**src/rtl/stream_pkg.sv**
```systemverilog
`default_nettype none
// +--------------------------------------------------------------------------+
// | stream_pkg                                                               |
// | Shared types and slice-placement helpers for the slice-stream packer     |
// | and unpacker, so both sides agree on where slice k lives in a word.      |
// | Optional build macro: STREAM_UNPACK_RIGHT_EN (right-stream placement).   |
// | Revision: 1.0 - initial release                                          |
// +--------------------------------------------------------------------------+
package stream_pkg;

  typedef enum logic [0:0] {
    FILL = 1'b0,
    HOLD = 1'b1
  } state_t;

  // Number of slices that make up one word.
  function automatic int nslice(input int width, input int slice);
    return width / slice;
  endfunction

  // Bit offset of the least significant bit of slice k inside the word.
  // Left-stream reverses slice order (first beat lands in the low slice);
  // right-stream keeps order (first beat lands in the high slice).
  function automatic int slice_lo(input int k, input int slice, input int width);
`ifdef STREAM_UNPACK_RIGHT_EN
    return width - (k + 1) * slice;
`else
    return k * slice;
`endif
  endfunction

endpackage
`default_nettype wire

```
**src/rtl/stream_slice_cnt.sv**
```systemverilog
`default_nettype none
// +--------------------------------------------------------------------------+
// | stream_slice_cnt                                                         |
// | Fill counter for the slice unpacker: counts 0..NSLICE, clears on        |
// | i_clr or word retire, loads 1 when a retire and a new slice coincide.    |
// | Ports: clk, rst_n (async active-low), i_clr, i_inc, i_retire, i_load1,   |
// |        o_cnt (slices accepted into the current word).                    |
// | Revision: 1.0 - initial release                                          |
// +--------------------------------------------------------------------------+
module stream_slice_cnt #(
  parameter int NSLICE = 8,
  localparam int CW = $clog2(NSLICE + 1)
) (
  input  logic          clk,
  input  logic          rst_n,
  input  logic          i_clr,
  input  logic          i_inc,
  input  logic          i_retire,
  input  logic          i_load1,
  output logic [CW-1:0] o_cnt
);

  logic [CW-1:0] r_cnt;

  // Priority: clear wins over everything; a retire with a same-cycle slice
  // starts the next word at one; a plain retire returns to zero.
  always_ff @(posedge clk or negedge rst_n) begin
    if (!rst_n) begin
      r_cnt <= '0;
    end else if (i_clr) begin
      r_cnt <= '0;
    end else if (i_load1) begin
      r_cnt <= CW'(1);
    end else if (i_retire) begin
      r_cnt <= '0;
    end else if (i_inc) begin
      r_cnt <= r_cnt + CW'(1);
    end
  end

  assign o_cnt = r_cnt;

endmodule
`default_nettype wire

```
**src/rtl/stream_unpack.sv**
```systemverilog
`default_nettype none
// +--------------------------------------------------------------------------+
// | stream_unpack                                                            |
// | Gathers NSLICE = WIDTH/SLICE slices of a left-streamed word (MSB slice   |
// | first), undoes the slice reordering and presents the word on a           |
// | valid/ready output. In HOLD the input is bypass-ready with out_ready so  |
// | back-to-back words flow at one slice per cycle.                          |
// | Ports: clk, rst_n (async active-low), clr (sync clear),                  |
// |        in_valid/in_ready/in_data[SLICE], out_valid/out_ready/            |
// |        out_data[WIDTH], fill_cnt (slices in current word).               |
// | Optional build macro: STREAM_UNPACK_RIGHT_EN (no slice reversal).        |
// | Revision: 1.0 - initial release                                          |
// +--------------------------------------------------------------------------+
module stream_unpack
  import stream_pkg::*;
#(
  parameter int WIDTH = 16,
  parameter int SLICE = 2,
  localparam int NSLICE = nslice(WIDTH, SLICE),
  localparam int CW = $clog2(NSLICE + 1)
) (
  input  logic             clk,
  input  logic             rst_n,
  input  logic             clr,
  input  logic             in_valid,
  output logic             in_ready,
  input  logic [SLICE-1:0] in_data,
  output logic             out_valid,
  input  logic             out_ready,
  output logic [WIDTH-1:0] out_data,
  output logic [CW-1:0]    fill_cnt
);

  generate
    if ((SLICE < 1) || (SLICE > WIDTH) || ((WIDTH % SLICE) != 0)) begin : g_bad_cfg
      $error("stream_unpack: WIDTH must be a positive multiple of SLICE");
    end
  endgenerate

  state_t           r_state;
  state_t           w_state_n;
  logic [WIDTH-1:0] r_data;
  logic [WIDTH-1:0] w_data_n;
  logic             w_wr;
  logic [CW-1:0]    w_widx;
  logic             w_inc;
  logic             w_retire;
  logic             w_load1;
  logic [CW-1:0]    w_cnt;

  stream_slice_cnt #(
    .NSLICE (NSLICE)
  ) u_cnt (
    .clk      (clk),
    .rst_n    (rst_n),
    .i_clr    (clr),
    .i_inc    (w_inc),
    .i_retire (w_retire),
    .i_load1  (w_load1),
    .o_cnt    (w_cnt)
  );

  always_ff @(posedge clk or negedge rst_n) begin
    if (!rst_n) begin
      r_state <= FILL;
    end else begin
      r_state <= w_state_n;
    end
  end

  always_comb begin
    w_state_n = r_state;
    in_ready  = 1'b1;
    w_wr      = 1'b0;
    w_widx    = '0;
    w_inc     = 1'b0;
    w_retire  = 1'b0;
    w_load1   = 1'b0;
    case (r_state)
      FILL: begin
        in_ready = 1'b1;
        if (in_valid) begin
          w_wr   = 1'b1;
          w_widx = w_cnt;
          w_inc  = 1'b1;
          if (w_cnt == CW'(NSLICE - 1)) begin
            w_state_n = HOLD;
          end
        end
      end
      HOLD: begin
        // Bypass: a slice may enter only when the held word leaves.
        in_ready = out_ready;
        if (out_ready) begin
          w_retire = 1'b1;
          if (in_valid) begin
            // New slice becomes slice 0 of the next word; with one slice
            // per word that already completes it.
            w_wr      = 1'b1;
            w_widx    = '0;
            w_load1   = 1'b1;
            w_state_n = (NSLICE == 1) ? HOLD : FILL;
          end else begin
            w_state_n = FILL;
          end
        end
      end
      default: w_state_n = FILL;
    endcase
    // Clear drops any in-flight handshake on either side.
    if (clr) begin
      w_state_n = FILL;
      w_wr      = 1'b0;
      w_inc     = 1'b0;
      w_retire  = 1'b0;
      w_load1   = 1'b0;
    end
  end

  // Only the addressed slice changes; the rest of the word keeps its old
  // contents, which is safe because every slice is rewritten before valid.
  always_comb begin
    w_data_n = r_data;
    if (w_wr) begin
      for (int j = 0; j < NSLICE; j++) begin
        if (w_widx == CW'(j)) begin
          w_data_n[slice_lo(j, SLICE, WIDTH) +: SLICE] = in_data;
        end
      end
    end
  end

  always_ff @(posedge clk or negedge rst_n) begin
    if (!rst_n) begin
      r_data <= '0;
    end else begin
      r_data <= w_data_n;
    end
  end

  assign out_valid = (r_state == HOLD);
  assign out_data  = r_data;
  assign fill_cnt  = w_cnt;

endmodule
`default_nettype wire
```
**config.mk**
```make
export PLATFORM = sky130hd
export DESIGN_NAME = stream_unpack
export DESIGN_NICKNAME = d
export VERILOG_FILES = /design/src/rtl/stream_pkg.sv /design/src/rtl/stream_slice_cnt.sv /design/src/rtl/stream_unpack.sv
export SDC_FILE = /design/constraint.sdc
export NUM_CORES = 1
export LEC_CHECK = 0
export CAP_MARGIN = 20
export CELL_PAD_IN_SITES_DETAIL_PLACEMENT = 0
export CELL_PAD_IN_SITES_GLOBAL_PLACEMENT = 1
export CORE_MARGIN = 1
export CORE_UTILIZATION = 41
export DETAILED_ROUTE_END_ITERATION = 16
export PLACE_DENSITY = 0.9
export SLEW_MARGIN = 20
export SYNTH_ARGS = -nofsm -noshare
export SYNTH_HDL_FRONTEND = slang
export SYNTH_SLANG_ARGS = --single-unit
```
**constraint.sdc**
```tcl
create_clock -name clk -period 3.68 [get_ports clk]
set_clock_uncertainty 0.05 [all_clocks]
set_input_delay 0.92 -clock clk [delete_from_list [all_inputs] [get_ports clk]]
set_output_delay 0.92 -clock clk [all_outputs]
set_load 0.01 [all_outputs]
```
**Word-level counts from Yosys, hierarchy flattened**

Cells that the tools add are included.

- Latch bits: 0
- Output and inout bits: 22
- Flip-flop bits (word level): 21
- Memories kept: 0
- Bits in writable memories: 0
- Word-level logic and storage cells: 53
- Input port bits: 7
- Memory bits (read-only): 0

- Bitwise logic cells: 1
- Multiplexer cells: 23
- Eq/ne operators: 8
- Shift-type cells: 0
- Add/sub/neg operators: 1
- Reduce and logical (&&, ||, !) cells: 10
- Order comparisons: 0
- Divide/modulo/power cells: 0
- Multiply operators: 0

Operator list:

| kind | number |
|---|---|
| 4-bit by 3-bit equality test with 1-bit output (second input constant) | 5 |
| 4-bit 2-to-1 mux | 5 |
| 2-bit AND reduction | 8 |
| 1-bit 2-to-1 mux | 14 |
| 4-bit by 2-bit equality test with 1-bit output (second input constant) | 2 |
| 4-bit case mux with 2 select lines | 1 |
| 1-bit case mux with 2 select lines | 3 |
| 4-bit by 1-bit adder with 4-bit output (second input constant) | 1 |
| 4-bit by 1-bit equality test with 1-bit output (second input constant) | 1 |
| 4-bit zero test | 1 |
| 4-bit nonzero test | 1 |
| 1-bit inverter | 1 |

**Depth between registers and ports, before layout**

- Word-level depth: 7
- Depth in mapped cells: 5
- Depth with buffers taken out: 4

**Cells and area by module**

Synthesis repeated with hierarchy kept, for this count alone.

- Cells, all modules: 75
- Area, all modules: 989.7 sq um

Modules (own cells, without submodules):

| module | area each (sq um) | times used | cells an instance | seq. area each (sq um) |
|---|---|---|---|---|
| stream_unpack | 779.5 | 1 | 57 | 425.4 |
| stream_slice_cnt | 210.2 | 1 | 18 | 100.1 |

**Least setup slack after synthesis**

OpenSTA, ideal clock, no wires.

- Kind: input-to-output
- Start point: in out_ready
- End point: out in_ready
- Arrival time: 1172 ps
- Buffers on the path: 0
- Path slack: 1538 ps
- Cell stages on the path: 2
- Data required time: 2710 ps
- Cell sequence: nor2b_1 inv_1

- Longest elaborated chain between the ends: 1

RTL lines:

| item | line | RTL |
|---|---|---|
| start: declaration | stream_unpack.sv:29 | `input logic out_ready,` |
| 1-bit case mux with 2 select lines | stream_unpack.sv:79 | `case (r_state)` |
| end: declaration | stream_unpack.sv:26 | `output logic in_ready,` |

No other way between the ends.

**Final worst setup path**

Same ends and word-level chain as after synthesis.

==> reports/results.txt <==
Clock Tree Root - clkbuf_4
Power Dens Cells - 342 mW/mm^2
final net count - 117
synth cell count leaders - dfrtp_1 (21), mux2_1 (8), mux2_4 (8), and3_4 (3)
crit start category - input port
Slew Viols, Final - 0
largest net degree at the start of global routing - 22
final setup fails - 0
Mean Syn Cell Area - 14.0 sq um
Synth Flop Type - dfrtp_1
Overflow after GRT - 0
Final period util - 85.6%
drc violations - 0
Num CTS Buffers - 3
Leakage - 0.600 nW
Fin. Hold Viols - 0
Comb power frac - 22.9%
FFs w/ async S/R, synth - 100%
Top Ports - 29
DRT iter0 DRCs - 2
first-pass GRT wire length - 3260 um
Seq/Total Area, Yosys - 48.1%
CTS tree - yes
# clock sinks - 21
DP Area - 0.00140 sq mm
met2 Resource Use GR - 26.5%
worst vdd ir - 0.000247 V
router iterations before antenna repair - 3
top cells by area, synth - dfrtp_1 (48%), mux2_4 (11%), mux2_1 (8.2%)
Bufs on Longest Clock Path - 2
grt peak-use layer - met2
DRT antenna net count - 0
Syn Nets - 86
worst path arrival time - 2.18 ns
Setup TNS - 0 ns
synthesis-to-finish area growth - 30.1%
max_cap viols - 0
Vias - 731
synthesis warning total - 0
Detailed Route WL - 1960 um
Die X - 53.6 um
drt wl/cell - 14.2 um
GPL Wtd Cong - 0.720
status - finished clean
CP endpoint kind - primary output
clock slew seen by the registers of the worst setup and hold paths - 0.10 ns
GR Util met3 - 2.54%
switching power - 0.124 mW
Clk Latency, worst-skew pair - 0.30 ns
EDFF count, synth - 0
post_cts resized - 0
clock share of power - 21.9%
HPWL Detailed - 1470 um
CTS H-tree depth - 1
Yosys cell types - 32
placeable core area - 0.00250 sq mm
Gate Count Post-Synth - 78
Max Fclk - 318 MHz
final core occ - 56.9%
fillers - 239
vias in the first global route - 733
# hold bufs at CTS - 0
Hold Path Class - register to register
final instance area - 0.00142 sq mm
Total GRT Usage - 15.9%
area leader, netlist - dfrtp_1
Mapped Area - 0.00109 sq mm
RSZ-0062 raised after global routing - false
met1 GRT Util - 19.9%
Worst EP required - 2.71 ns
count leader, synth - dfrtp_1
# rows - 18
ANT cells - 0
Slew HR - 39.0%
sw frac - 25.4%
DIE AREA - 0.00287 sq mm
Vias/cell - 5.30
Cell Int Power - 0.363 mW
Initial Utilization - 43.7%
Setup Buffers After CTS - 0
CP Class - input port to primary output
Slew @ Worst Pin - 0.912 ns
PortBufs - 28
top cell type's share of synthesized area - 48.1%
Tmin final - 3.15 ns
initial antenna violation count - 0
sequential share of power - 55.1%
die height - 53.6 um
layout cells sized above 1 - 21.3%
peak fanout along the critical path - 3
#FFs+latches synth - 21
-- flip-flops by register name, indices dropped and copies added (netlist names) --
register	cells
out_valid	1
out_data	16
u_cnt.o_cnt	4
-- power groups by stage --
stage | clock network [mW] | logic (mW) | registers [mW]
6_report | 0.107 | 0.112 | 0.268
5_1_grt | 0.124 | 0.122 | 0.273
4_1_cts | 0.113 | 0.114 | 0.269
3_5_place_dp | 0 | 0.113 | 0.274
3_3_place_gp | 0 | 0.111 | 0.272
2_1_floorplan | 0 | 0.0360 | 0.284
-- per-layer routing --
layer  share of wire [%]  vias up  routed length (um)
met5                   0        -                   0
met4                0.61        0                  12
met3                 5.2        2                 102
met2                  48       21                 937
met1                  46      359                 908
li1                    -      349                   -
-- critical path, stage by stage --
cell,delay (ns)
clkdlybuf4s50_1,0.46
nor2b_1,0.23
inv_1,0.08
clkdlybuf4s50_1,0.48
-- logic make-up after synthesis --
family,count (synthesis),synth area share [%]
flops,21,48.1
compound gates,13,11.0
buf+inv,4,2.06
simple gates,21,16.6
mux,18,21.1
fa+ha+maj,1,1.15
-- placed cells by master (no fill, tap or decap), drive strengths merged, types with 2 or more instances in the layout --
| cell type | n |
|---|---|
| nor2b | 2 |
| clkbuf | 4 |
| clkdlybuf4s50 | 28 |
| nand4b | 2 |
| and2 | 2 |
| o2111ai | 2 |
| a21oi | 2 |
| mux2i | 2 |
| and3 | 3 |
| mux2 | 16 |
| nor2 | 2 |
| dfrtp | 21 |
| inv | 2 |
| o21bai | 2 |
| and2b | 3 |
-- area by class of cell --
class,count,area [sq um],area share (%)
clock buffer,4,26.3,1.85
timing repair buffer,28,280,19.7
inverter,2,7.51,0.528
sequential,21,526,37.0
tap,30,37.5,2.64
multi-input combinational,53,544,38.3
-- through the flow --
step / setup WS [ns] / instances / power, mW / hold slack [ns]
5_1_grt: 0.460 / 138 / 0.518 / 0.485
3_3_place_gp: 0.587 / 134 / 0.383 / 0.425
2_1_floorplan: 1.54 / 78 / 0.320 / 0.484
3_5_place_dp: 0.532 / 134 / 0.387 / 0.431
6_report: 0.531 / 138 / 0.487 / 0.450
4_1_cts: 0.519 / 138 / 0.496 / 0.456
-- worst paths after layout --
kind	from	to	slack, ns	cells after the start
max	out_ready	in_ready	0.53	4
min	out_data[4]	out_data[4]	0.45	1
max reg2reg	out_valid	out_data[7]	1.74	3
min reg2reg	out_data[4]	out_data[4]	0.45	1
max in group asynchronous	rst_n	out_data[5]	1.95	1
min in group asynchronous	rst_n	out_data[15]	1.07	1
No activity file was read; power rests on OpenSTA's default activity.
